[src/rtl/df_pkg.sv]
// Shared constants and helpers for the df_clk_div clock divider family.
package df_pkg;

    // Smallest legal divide ratio.
    localparam int DF_DIV_MIN = 1;

    // Divide ratio that yields 1 Hz from the 50 MHz board clock.
    localparam int DF_DIV_1HZ_50M = 25000000;

    // Counter width needed to hold 0..div-1, never narrower than one bit.
    function automatic int unsigned df_cw(input int div);
        int unsigned w;
        w = (div <= 1) ? 32'd0 : 32'($clog2(div));
        return (w < 32'd1) ? 32'd1 : w;
    endfunction

endpackage : df_pkg

[src/rtl/df_modn_counter.sv]
// Mod-N up-counter with asynchronous active-low clear and a combinational
// wrap strobe that is high while the count sits at N-1.
module df_modn_counter
    import df_pkg::*;
#(
    parameter int          N = 2,
    parameter int unsigned W = df_cw(N)
) (
    input  logic clock,
    input  logic reset,
    output logic wrap_c
);

    // Terminal count value, sized to the counter.
    localparam logic [W-1:0] LAST = W'(N - 1);

    logic [W-1:0] cnt;

    // Reject ratios below the legal minimum at elaboration time.
    if (N < DF_DIV_MIN) begin : g_bad_n
        $error("df_modn_counter: N=%0d is below the minimum of %0d", N, DF_DIV_MIN);
    end

    // Terminal count detect; drives both the wrap and the caller's toggle.
    assign wrap_c = (cnt == LAST);

    // Count 0..N-1 and wrap back to 0 on the edge that sees N-1.
    always_ff @(posedge clock or negedge reset) begin
        if (!reset) begin
            cnt <= '0;
        end else if (wrap_c) begin
            cnt <= '0;
        end else begin
            cnt <= cnt + W'(1);
        end
    end

endmodule : df_modn_counter

[src/rtl/df_clk_div.sv]
// Integer clock divider: clk_i toggles every DIV input cycles, giving a
// 50 % duty-cycle output with period 2*DIV. clk_i is a register output and
// must be constrained as a generated clock by any consumer that clocks on it.
// Optional feature macro: DF_TICK_EN adds a one-cycle tick output that is
// high in the cycle holding each new clk_i value, for clock-enable use.
module df_clk_div
    import df_pkg::*;
#(
    parameter int DIV = DF_DIV_1HZ_50M
) (
    input  logic clock,
    input  logic reset,
`ifdef DF_TICK_EN
    output logic clk_i,
    output logic tick
`else
    output logic clk_i
`endif
);

    // Counter width covering 0..DIV-1.
    localparam int unsigned CW = df_cw(DIV);

    logic wrap_c;

    // Reject ratios below the legal minimum at elaboration time.
    if (DIV < DF_DIV_MIN) begin : g_bad_div
        $fatal(1, "df_clk_div: DIV=%0d is below the minimum of %0d", DIV, DF_DIV_MIN);
    end

    // Phase counter; wrap_c marks the edge on which the output flips.
    df_modn_counter #(
        .N (DIV),
        .W (CW)
    ) u_cnt (
        .clock  (clock),
        .reset  (reset),
        .wrap_c (wrap_c)
    );

    // Output clock register, flipped on every counter wrap.
    always_ff @(posedge clock or negedge reset) begin
        if (!reset) begin
            clk_i <= 1'b0;
        end else if (wrap_c) begin
            clk_i <= ~clk_i;
        end
    end

`ifdef DF_TICK_EN
    // Strobe registered alongside clk_i so it lines up with the new level.
    always_ff @(posedge clock or negedge reset) begin
        if (!reset) begin
            tick <= 1'b0;
        end else begin
            tick <= wrap_c;
        end
    end
`endif

endmodule : df_clk_div

[config.mk]
export PLATFORM = sky130hd
export DESIGN_NAME = df_clk_div
export DESIGN_NICKNAME = d
export VERILOG_FILES = /design/src/rtl/df_pkg.sv /design/src/rtl/df_modn_counter.sv /design/src/rtl/df_clk_div.sv
export SDC_FILE = /design/constraint.sdc
export NUM_CORES = 1
export LEC_CHECK = 0
export BUFFER_PORTS_ARGS = -buffer_cell sky130_fd_sc_hd__buf_2
export CAP_MARGIN = 5
export CORE_AREA = 2 2 61 63
export DETAILED_ROUTE_END_ITERATION = 6
export DIE_AREA = 0 0 63 65
export PLACE_DENSITY = 0.58
export SETUP_SLACK_MARGIN = 0.3
export SLEW_MARGIN = 25
export SYNTH_ARGS = -nofsm -noshare
export SYNTH_HDL_FRONTEND = slang
export SYNTH_SLANG_ARGS = --single-unit
[constraint.sdc]
create_clock -name clock -period 2.98 [get_ports clock]
set_clock_uncertainty 0.15 [all_clocks]
set_input_delay 0.298 -clock clock [delete_from_list [all_inputs] [get_ports clock]]
set_output_delay 0.298 -clock clock [all_outputs]
set_load 0.005 [all_outputs]
==> impl_metrics.yaml, run 1 <==
status:
  outcome: "completed"
sta:
  rsz0062_at_grt: "no"
  period_needed_ns: 2.43
  fin_setup_tns_ns: 0
  slew_headroom_pct: 41.7
  worst_pin_slew_ns: 0.867
  hold_violations: 0
  post-route-period-util_pct: 81.7
  setup_violations: 0
  fmax_ghz: 0.411
  slew_viol_final: 0
setup_path:
  cpMaxStageDelayCell: "or4b_1"
  end_kind: "flip-flop"
  start_kind: "flip-flop"
  critPathMaxStageDelay_ns: 0.51
  crit_fanout: 8
  path_cells: "or4b_1 > or4_4 > nor4_4 > buf_4 > xor2_1"
  rr_endpoint: "clk_i"
  worst-r2r-cell-count: 5
  arrival_ns: 2.54
  critPathKind: "reg2reg"
  cp.required_ns: 3.09
  rrSetupSlack_ns: 0.55
  rr_startpoint: "u_cnt.cnt[10]"
layout:
  post-route-util_pct: 41.2
  synthToLayoutAreaGrowth_pct: 7.98
  drive_gt1_share_pct: 11.2
  antenna_cells: 0
  finalNonFillerCells: 182
  fillers: 349
  nets: 138
die:
  dieHeight_um: 65
  initial_core_util_pct: 38.1
  core_area_sq_um: 3500
  die_x_um: 63
  die_area_sq_um: 4100
  num_rows: 22
  pin_count: 3
synthesis:
  async_reset_ff_share_pct: 100
  synth_largest_area_cell: "dfrtp_1"
  synth_edf_count: 0
  synthAdderAreaFrac_pct: 0.939
  synth.area.top_cells: "dfrtp_1 (49%), xnor2_1 (7.2%), nand4_1 (3.8%)"
  netlist_area_sq_um: 1330
  yosysMostFrequentCell: "dfrtp_1"
  synthTopCellsByCount: "dfrtp_1 (26), xnor2_1 (11), nand2_1 (9), nand3_1 (9)"
  synth_top_family_by_area: "simple AND/OR/NAND/NOR gates"
  syn_avg_cell_area_sq_um: 10.3
  synth_top_area_share_pct: 48.8
  seq_area_frac_synth_pct: 48.8
  syn-num-nets: 132
  synth-seq-cells: 26
  syn_inst: 129
  synth_warnings: 0
  synth_compound_area_share_pct: 6.85
  synth_xor_area_share_pct: 9.86
  synth-simple-area-share_pct: 30.3
  ys_types: 34
  ys.flop_type: "dfrtp_1"
  synth_mux_area_share_pct: 0.751
global_route:
  grt_max_degree: 27
  grtUsageTotal_pct: 14.3
  grt-ovfl-total: 0
  antenna_found_initial: 0
  grt_pass1_wl_um: 4680
  grt_pass1_vias: 1058
cts:
  cts_max_path_buffers: 2
  cts_hold_buf: 1
  clock-sinks: 26
  cts_tree: "done"
  clkTransAtPathRegs_ns: 0.14
  ctsResizeCount: 0
  post-cts-setup-buffers: 0
  htreeDepth: 1
  clkLatencyLatePin_ns: 0.32
  cts_made_buffers: 3
  cts_root_buffer: "clkbuf_4"
detailed_routing:
  top_layer: "met4"
  dr.pass1.iters: 4
  vias_per_cell: 5.41
  vias: 984
  drt_iter0_markers: 23
  drt.antenna.violating_nets: 0
  drc: 0
  detail_route.wl_per_cell_um: 14.3
  met3_length_um: 65
  wl_met2_um: 1200
  wl_um: 2600
  drt-met1-wl_um: 1310
power:
  irDropWorstVdd_uv: 187
  p_leak_nw: 0.626
  power_density_nw_per_um2: 374
hold_path:
  holdCritStartpoint: "clk_i"
  hold_depth: 1
  min_to: "clk_i"
  hp-class: "reg2reg"
placed_design:
  io_buffers: 2
  dpl.cell_count: 177
  dpl.hpwl_um: 1870
  gp_congestion: 0.793
run:
  cap_violations: 0
-- logic make-up after synthesis --
kind of cell	Yosys count
adder cells (fa/ha/maj)	1
buffers and inverters	6
flip-flops	26
multiplexers	1
AO/OA/AOI/OAI	16
AND/OR/NAND/NOR	64
XOR/XNOR	15
-- cells in the final DEF (no fill, tap or decap), types with 2 or more instances in the layout --
| cell | n |
|---|---|
| a21oi_1 | 6 |
| and4_1 | 3 |
| buf_2 | 2 |
| buf_4 | 2 |
| clkbuf_4 | 3 |
| dfrtp_1 | 26 |
| inv_1 | 2 |
| nand2_1 | 9 |
| nand3_1 | 9 |
| nand4_1 | 8 |
| nand4b_1 | 3 |
| nor2_1 | 8 |
| nor4_1 | 5 |
| o21ai_0 | 6 |
| o31ai_1 | 3 |
| or3_1 | 4 |
| or4_1 | 3 |
| xnor2_1 | 11 |
| xor2_1 | 4 |
-- state kept, by name, indices dropped and copies added, names as in the netlist --
| signal | count |
|---|---|
| u_cnt.cnt | 25 |
| clk_i | 1 |
-- per-layer routing --
| metal | track usage, % | vias up |
|---|---|---|
| met4 | 6.94 | 0 |
| met1 | 20.4 | 479 |
| li1 | - | 489 |
| met5 | 0 | - |
| met2 | 21.5 | 14 |
| met3 | 1.56 | 2 |
-- power by group --
| group | internal (W) | switching, W | total (W) |
|---|---|---|---|
| sequential | 0.000353 | 0 | 0.000353 |
| combinational | 0.00000132 | 0.00000674 | 0.00000806 |
| clock | 0.0000746 | 0.000103 | 0.000178 |
-- worst max-delay path: cells and delay by family (launching register included) --
family                    cells  cell delay, ns
buffers and inverters         1            0.24
DFF                           1            0.47
and+or+nand+nor               3            1.38
xor gates and xnor gates      1            0.14
-- worst max path at each step --
stage                   from      endpoint  slack, ns  depth (start not counted)
2_1_floorplan  u_cnt.cnt[10]  u_cnt.cnt[1]       0.79                          4
3_3_place_gp   u_cnt.cnt[10]         clk_i       0.57                          5
3_5_place_dp   u_cnt.cnt[10]         clk_i       0.54                          5
4_1_cts        u_cnt.cnt[10]         clk_i       0.53                          5
5_1_grt        u_cnt.cnt[10]         clk_i       0.40                          5
6_report       u_cnt.cnt[10]         clk_i       0.55                          5
-- final cells by class --
cell class / instances / area, sq um / area share, %
Tap cell: 48 / 60.1 / 4.17
Timing Repair Buffer: 5 / 35.0 / 2.43
Multi-Input combinational cell: 97 / 649 / 45.1
Sequential cell: 26 / 651 / 45.2
Inverter: 2 / 7.51 / 0.522
Clock buffer: 4 / 36.3 / 2.52
-- through the flow --
| stage | hold WS [ns] | total power (W) | setup slack (ns) | cell area [sq um] |
|---|---|---|---|---|
| floorplan | -0.148 | 0.000360 | 0.787 | 1330 |
| global placement | 0.173 | 0.000367 | 0.574 | 1390 |
| detailed placement | 0.180 | 0.000367 | 0.544 | 1390 |
| CTS | 0.330 | 0.000547 | 0.527 | 1440 |
| global route | 0.356 | 0.000556 | 0.404 | 1440 |
| finish | 0.328 | 0.000539 | 0.545 | 1440 |
No activity file was read; power rests on OpenSTA's default activity.
==> inputs of run 2 (changes only) <==
- ABC_AREA: not set -> 1
- CORE_AREA: 2 2 61 63 -> 2 2 68 70
- DIE_AREA: 0 0 63 65 -> 0 0 70 72
- PLACE_DENSITY: 0.58 -> 0.57
- clock period: 2.98 -> 2.5 ns (I/O delays scaled with it)
==> impl_metrics.yaml, run 2 <==
status:
  outcome: "completed"
power:
  seqPwrFrac_pct: 53.1
  power_density_nw_per_um2: 439
  comb_power_share_pct: 1.2
  power_frac_clock_pct: 45.7
  internal-power_w: 0.000636
  irDropWorstVdd_uv: 169
  switching_share_pct: 19.6
  p_sw_w: 0.000155
  p_leak_nw: 0.968
synthesis:
  synth_xor_area_share_pct: 5.85
  async_reset_ff_share_pct: 100
  synth_top_family_by_area: "simple AND/OR/NAND/NOR gates"
  seq_area_frac_synth_pct: 39.5
  synthTopCellsByCount: "nand2_1 (50), nor2_1 (44), inv_1 (32)"
  syn_avg_cell_area_sq_um: 7.48
  netlist_area_sq_um: 1650
  synth_top_area_share_pct: 39.5
  synth_largest_area_cell: "dfrtp_1"
  synth-seq-cells: 26
  syn_inst: 220
  synth_edf_count: 0
  synth_warnings: 0
  synth-simple-area-share_pct: 44.5
  yosysMostFrequentCell: "nand2_1"
  synthAdderAreaFrac_pct: 0.760
  synth.area.top_cells: "dfrtp_1 (40%), nand2_1 (11%), nor2_1 (10%)"
  synth_compound_area_share_pct: 2.13
  ys_types: 17
  syn-num-nets: 223
  synth_mux_area_share_pct: 0
  ys.flop_type: "dfrtp_1"
sta:
  slew_headroom_pct: 61.6
  hold_violations: 0
  post-route-period-util_pct: 64.2
  slew_viol_final: 0
  fmax_ghz: 0.623
  setup_ws_ns: 0.894
  fin_setup_tns_ns: 0
  rsz0062_at_grt: "no"
  worst_pin_slew_ns: 0.576
  setup_violations: 0
  period_needed_ns: 1.61
cts:
  clkTransAtPathRegs_ns: 0.10
  cts_root_buffer: "clkbuf_8"
  htreeDepth: 1
  clkLatencyLatePin_ns: 0.28
  cts_max_path_buffers: 2
  clock-sinks: 26
  cts_tree: "done"
  post-cts-setup-buffers: 0
  cts_made_buffers: 3
layout:
  synthToLayoutAreaGrowth_pct: 9.50
  largest_register_ffs: 25
  layout_common_cells: "nand2_1 (50), nor2_1 (44), inv_1 (32)"
  drive_gt1_share_pct: 12.3
  regMostFlops: "u_cnt.cnt"
  post-route-util_pct: 42.3
  reg_top3: "u_cnt.cnt: 25 flops, clk_i: 1 flops"
  finalInstanceArea_sq_um: 1800
  finalNonFillerCells: 279
  antenna_cells: 0
  nets: 231
  layout_commonest_cell: "nand2_1"
  fillers: 453
die:
  pin_count: 3
  core_area_sq_um: 4260
  dieHeight_um: 72
  die_area_sq_um: 5040
  num_rows: 24
  die_x_um: 70
  initial_core_util_pct: 38.6
placed_design:
  dpl.hpwl_um: 2470
  gp_congestion: 0.830
  dpl_cell_area_sq_um: 1720
  io_buffers: 2
  dpl.cell_count: 274
  pre_cts_slack_ns: 0.900
hold_path:
  holdCritStartpoint: "u_cnt.cnt[0]"
  hp-class: "reg2reg"
  min_to: "u_cnt.cnt[0]"
  hold_depth: 1
detailed_routing:
  detail_route.wl_per_cell_um: 11.7
  drc: 0
  drt_iter0_markers: 61
  drt.antenna.violating_nets: 0
  vias: 1297
  wl_um: 3250
  vias_per_cell: 4.65
  dr.pass1.iters: 4
run:
  cap_violations: 0
global_route:
  antenna_found_initial: 0
  grtUsageTotal_pct: 14.4
  grt_pass1_wl_um: 5730
  grt_pass1_vias: 1224
  grt_max_degree: 27
  grt-ovfl-total: 0
setup_path:
  rr_startpoint: "u_cnt.cnt[10]"
  rrSetupSlack_ns: 0.89
  critPathKind: "reg2reg"
  arrival_ns: 1.64
  crit_start: "u_cnt.cnt[10]"
  crit_fanout: 8
  cp.required_ns: 2.53
  rr_endpoint: "u_cnt.cnt[22]"
  end_kind: "flip-flop"
  start_kind: "flip-flop"
  worst-r2r-cell-count: 8
[run 2: changes by cell type after synthesis, moves of 5 or more]
cell / delta
o21ai_0: -6
xnor2_1: -11
nand2_1: +41
nor2_1: +36
nand2_2: +7
xor2_1: +7
nor4_1: -5
inv_1: +30
nor2_4: +5
nand3_1: +10
[run 2: critical path, cell delays in order (launching register included)]
cell     delay (ns)
dfrtp_1        0.45
inv_1          0.10
nand2_1        0.05
nor2_1         0.23
nand2_1        0.14
nor2_4         0.10
nand2_2        0.14
nand2_1        0.10
nor2_1         0.04
[run 2: how the worst max path moves through the flow]
stage | to | slack [ns]
final | u_cnt.cnt[22] | 0.89
after global routing | clk_i | 0.74
after CTS | u_cnt.cnt[22] | 0.89
after detailed placement | u_cnt.cnt[22] | 0.90
after global placement | u_cnt.cnt[19] | 0.93
after floorplan | u_cnt.cnt[22] | 1.05
[run 2: cell families (layout without fill, tap and decap cells)]
family / Yosys count / count (layout)
AO/OA/AOI/OAI: 7 / 7
XOR/XNOR: 11 / 11
adder cells (fa/ha/maj): 1 / 1
buffers and inverters: 32 / 39
flip-flops: 26 / 26
AND/OR/NAND/NOR: 143 / 143
[run 2: per-stage QoR]
step	hold WS, ns	total power (W)
2_1_floorplan	-0.196	0.000429
3_3_place_gp	0.134	0.000438
3_5_place_dp	0.139	0.000438
4_1_cts	0.324	0.000798
5_1_grt	0.346	0.000807
6_report	0.319	0.000791
[run 2: power by group through the flow]
stage	clock, W	sequential [W]	combinational, W
after floorplan	0	0.000429	0.000000000570
after global placement	0	0.000429	0.00000918
after detailed placement	0	0.000429	0.00000934
after CTS	0.000367	0.000420	0.0000105
after global routing	0.000375	0.000420	0.0000120
final	0.000361	0.000420	0.00000965
[run 2: cell type report]
type                            instances  area, sq um  share of cell area, %
Clock buffer                            3         41.3                   2.29
Clock inverter                          1         30.0                   1.67
Inverter                               32          120                   6.66
Multi-Input combinational cell        162          876                   48.6
Sequential cell                        26          651                   36.1
Tap cell                               52         65.1                   3.61
Timing Repair Buffer                    3         20.0                   1.11
[run 2: what timing repair did]
item,CTS,global route
gates resized for setup,0,0
endpoints found under the hold margin,26,0
hold buffers,1,0
[run 2: metal layers]
layer	up-vias	GRT usage (%)	wire (um)	share of wire, %
met5	-	0	0	0
met4	0	6.84	69	2.1
met3	5	0.833	74	2.3
met2	19	21.7	1430	44
met1	586	21.2	1680	52
li1	687	-	-	-
==> inputs of run 3 (changes only) <==
- ABC_AREA: 1 -> 0
- CORE_AREA: 2 2 68 70 -> 2 2 61 63
- DIE_AREA: 0 0 70 72 -> 0 0 63 65
- PLACE_DENSITY: 0.57 -> 0.58
- clock period: 2.5 -> 1.55 ns (I/O delays scaled with it)
==> impl_metrics.yaml, run 3 (synthesis gave the netlist of run 1 again) <==
detailed_routing:
  wl_um: 3250
  vias: 1180
  drc: 0
  drt_iter0_markers: 82
  dr.pass1.iters: 4
  drt.antenna.violating_nets: 0
  detail_route.wl_per_cell_um: 14.4
  vias_per_cell: 5.24
cts:
  cts_max_path_buffers: 2
  cts_root_buffer: "clkbuf_4"
  clkTransAtPathRegs_ns: 0.14
  clkLatencyLatePin_ns: 0.32
  clock-sinks: 26
  htreeDepth: 1
  cts_made_buffers: 3
  cts_tree: "done"
sta:
  rsz0062_at_grt: "yes"
  period_needed_ns: 2.15
  slew_headroom_pct: 60.8
  setup_violations: 20
  post-route-period-util_pct: 139
  setup_ws_ns: -0.603
  worst_pin_slew_ns: 0.588
  fmax_ghz: 0.464
  hold_violations: 0
  slew_viol_final: 0
die:
  initial_core_util_pct: 38.1
  num_rows: 22
  pin_count: 3
  die_area_sq_um: 4100
  core_area_sq_um: 3500
  dieHeight_um: 65
  die_x_um: 63
power:
  power_frac_clock_pct: 29.2
  seqPwrFrac_pct: 69.2
  irDropWorstVdd_uv: 437
  power_density_nw_per_um2: 506
  switching_share_pct: 21.2
  comb_power_share_pct: 1.6
  internal-power_w: 0.000772
  p_sw_w: 0.000208
  p_leak_nw: 0.940
global_route:
  grt_pass1_vias: 1268
  grt_pass1_wl_um: 5840
  grt_max_degree: 27
  grtUsageTotal_pct: 18.5
  grt-ovfl-total: 0
  antenna_found_initial: 0
setup_path:
  worst-r2r-cell-count: 5
  arrival_ns: 2.23
  end_kind: "flip-flop"
  rr_endpoint: "u_cnt.cnt[1]"
  cp.required_ns: 1.62
  critPathKind: "reg2reg"
  rrSetupSlack_ns: -0.60
  crit_fanout: 2
  start_kind: "flip-flop"
  rr_startpoint: "u_cnt.cnt[8]"
layout:
  antenna_cells: 0
  layout_common_cells: "buf_4 (35), dfrtp_1 (26), buf_6 (10)"
  drive_gt1_share_pct: 43.5
  finalInstanceArea_sq_um: 1940
  regMostFlops: "u_cnt.cnt"
  nets: 182
  synthToLayoutAreaGrowth_pct: 45.4
  reg_top3: "u_cnt.cnt: 25 flops, clk_i: 1 flops"
  layout_commonest_cell: "buf_4"
  largest_register_ffs: 25
hold_path:
  hp-class: "in2async"
status:
  violations: "negative setup slack"
  outcome: "finished, violations left"
run:
  cap_violations: 0
placed_design:
  io_buffers: 2
  gp_congestion: 0.885
  dpl_cell_area_sq_um: 1740
  pre_cts_slack_ns: -0.607
  dpl.hpwl_um: 2350
==> run 3: changes by cell type in the layout (fill, tap and decap cells not counted), sizes merged, moves of 5 or more <==
cell	delta
buf	+46
inv	-30
nand2	-52
nand3	-10
nand4	+5
nor2	-47
nor4	+6
xnor2	+11
xor2	-7
==> run 3: final cells by class <==
class                           instances  area [sq um]
Multi-Input combinational cell         97           786
Sequential cell                        26           651
Fill cell                             317          1560
Inverter                                2          7.51
Timing Repair Buffer                   49           410
Tap cell                               48          60.1
Clock buffer                            3          22.5
==> run 3: timing repair <==
action,in CTS,in global routing
gates resized for setup,18,9
hold buffers,1,0
buffers inserted,6,1
hold endpoints to repair,26,0
setup endpoints to repair,24,24
pin swaps,15,6
==> run 3: worst max-delay path by stage <==
stage	start	endpoint	slack (ns)	depth (start not counted)
global route	u_cnt.cnt[8]	u_cnt.cnt[1]	-0.68	5
detailed placement	u_cnt.cnt[8]	u_cnt.cnt[5]	-0.61	4
global placement	u_cnt.cnt[8]	clk_i	-0.56	5
finish	u_cnt.cnt[8]	u_cnt.cnt[1]	-0.60	5
CTS	u_cnt.cnt[8]	u_cnt.cnt[1]	-0.58	5
floorplan	u_cnt.cnt[10]	u_cnt.cnt[1]	-0.57	4
==> run 3: through the flow <==
stage          util (%)  hold WS [ns]  cells  setup TNS [ns]  power (W)
3_5_place_dp       49.7        0.0486    214           -9.10   0.000706
2_1_floorplan         -        -0.291    129           -8.82   0.000691
4_1_cts            54.0         0.226    224           -8.81   0.000994
6_report           55.4         0.211    225           -8.92   0.000980
5_1_grt            55.4         0.276    225          -10.90    0.00102
3_3_place_gp       49.7        0.0414    214           -9.05   0.000706
==> run 3: power groups by stage <==
stage | clock [W] | sequential, W | combinational, W
3_3_place_gp | 0 | 0.000691 | 0.0000149
5_1_grt | 0.000321 | 0.000679 | 0.0000195
4_1_cts | 0.000298 | 0.000678 | 0.0000172
6_report | 0.000286 | 0.000678 | 0.0000157
2_1_floorplan | 0 | 0.000691 | 0.000000000259
3_5_place_dp | 0 | 0.000691 | 0.0000153
==> run 3: critical path, stage by stage (launching register included) <==
cell     delay, ns
dfrtp_1       0.40
or4b_1        0.51
or4_4         0.44
nor4_4        0.19
buf_4         0.17
and2b_2       0.20
==> run 3: per-layer routing <==
metal / vias up / global-route usage, % / wire, um
li1: 581 / - / -
met4: 0 / 8.89 / 51
met3: 4 / 2.95 / 49
met1: 589 / 23.2 / 1520
met2: 6 / 31.0 / 1630
met5: - / 0 / 0
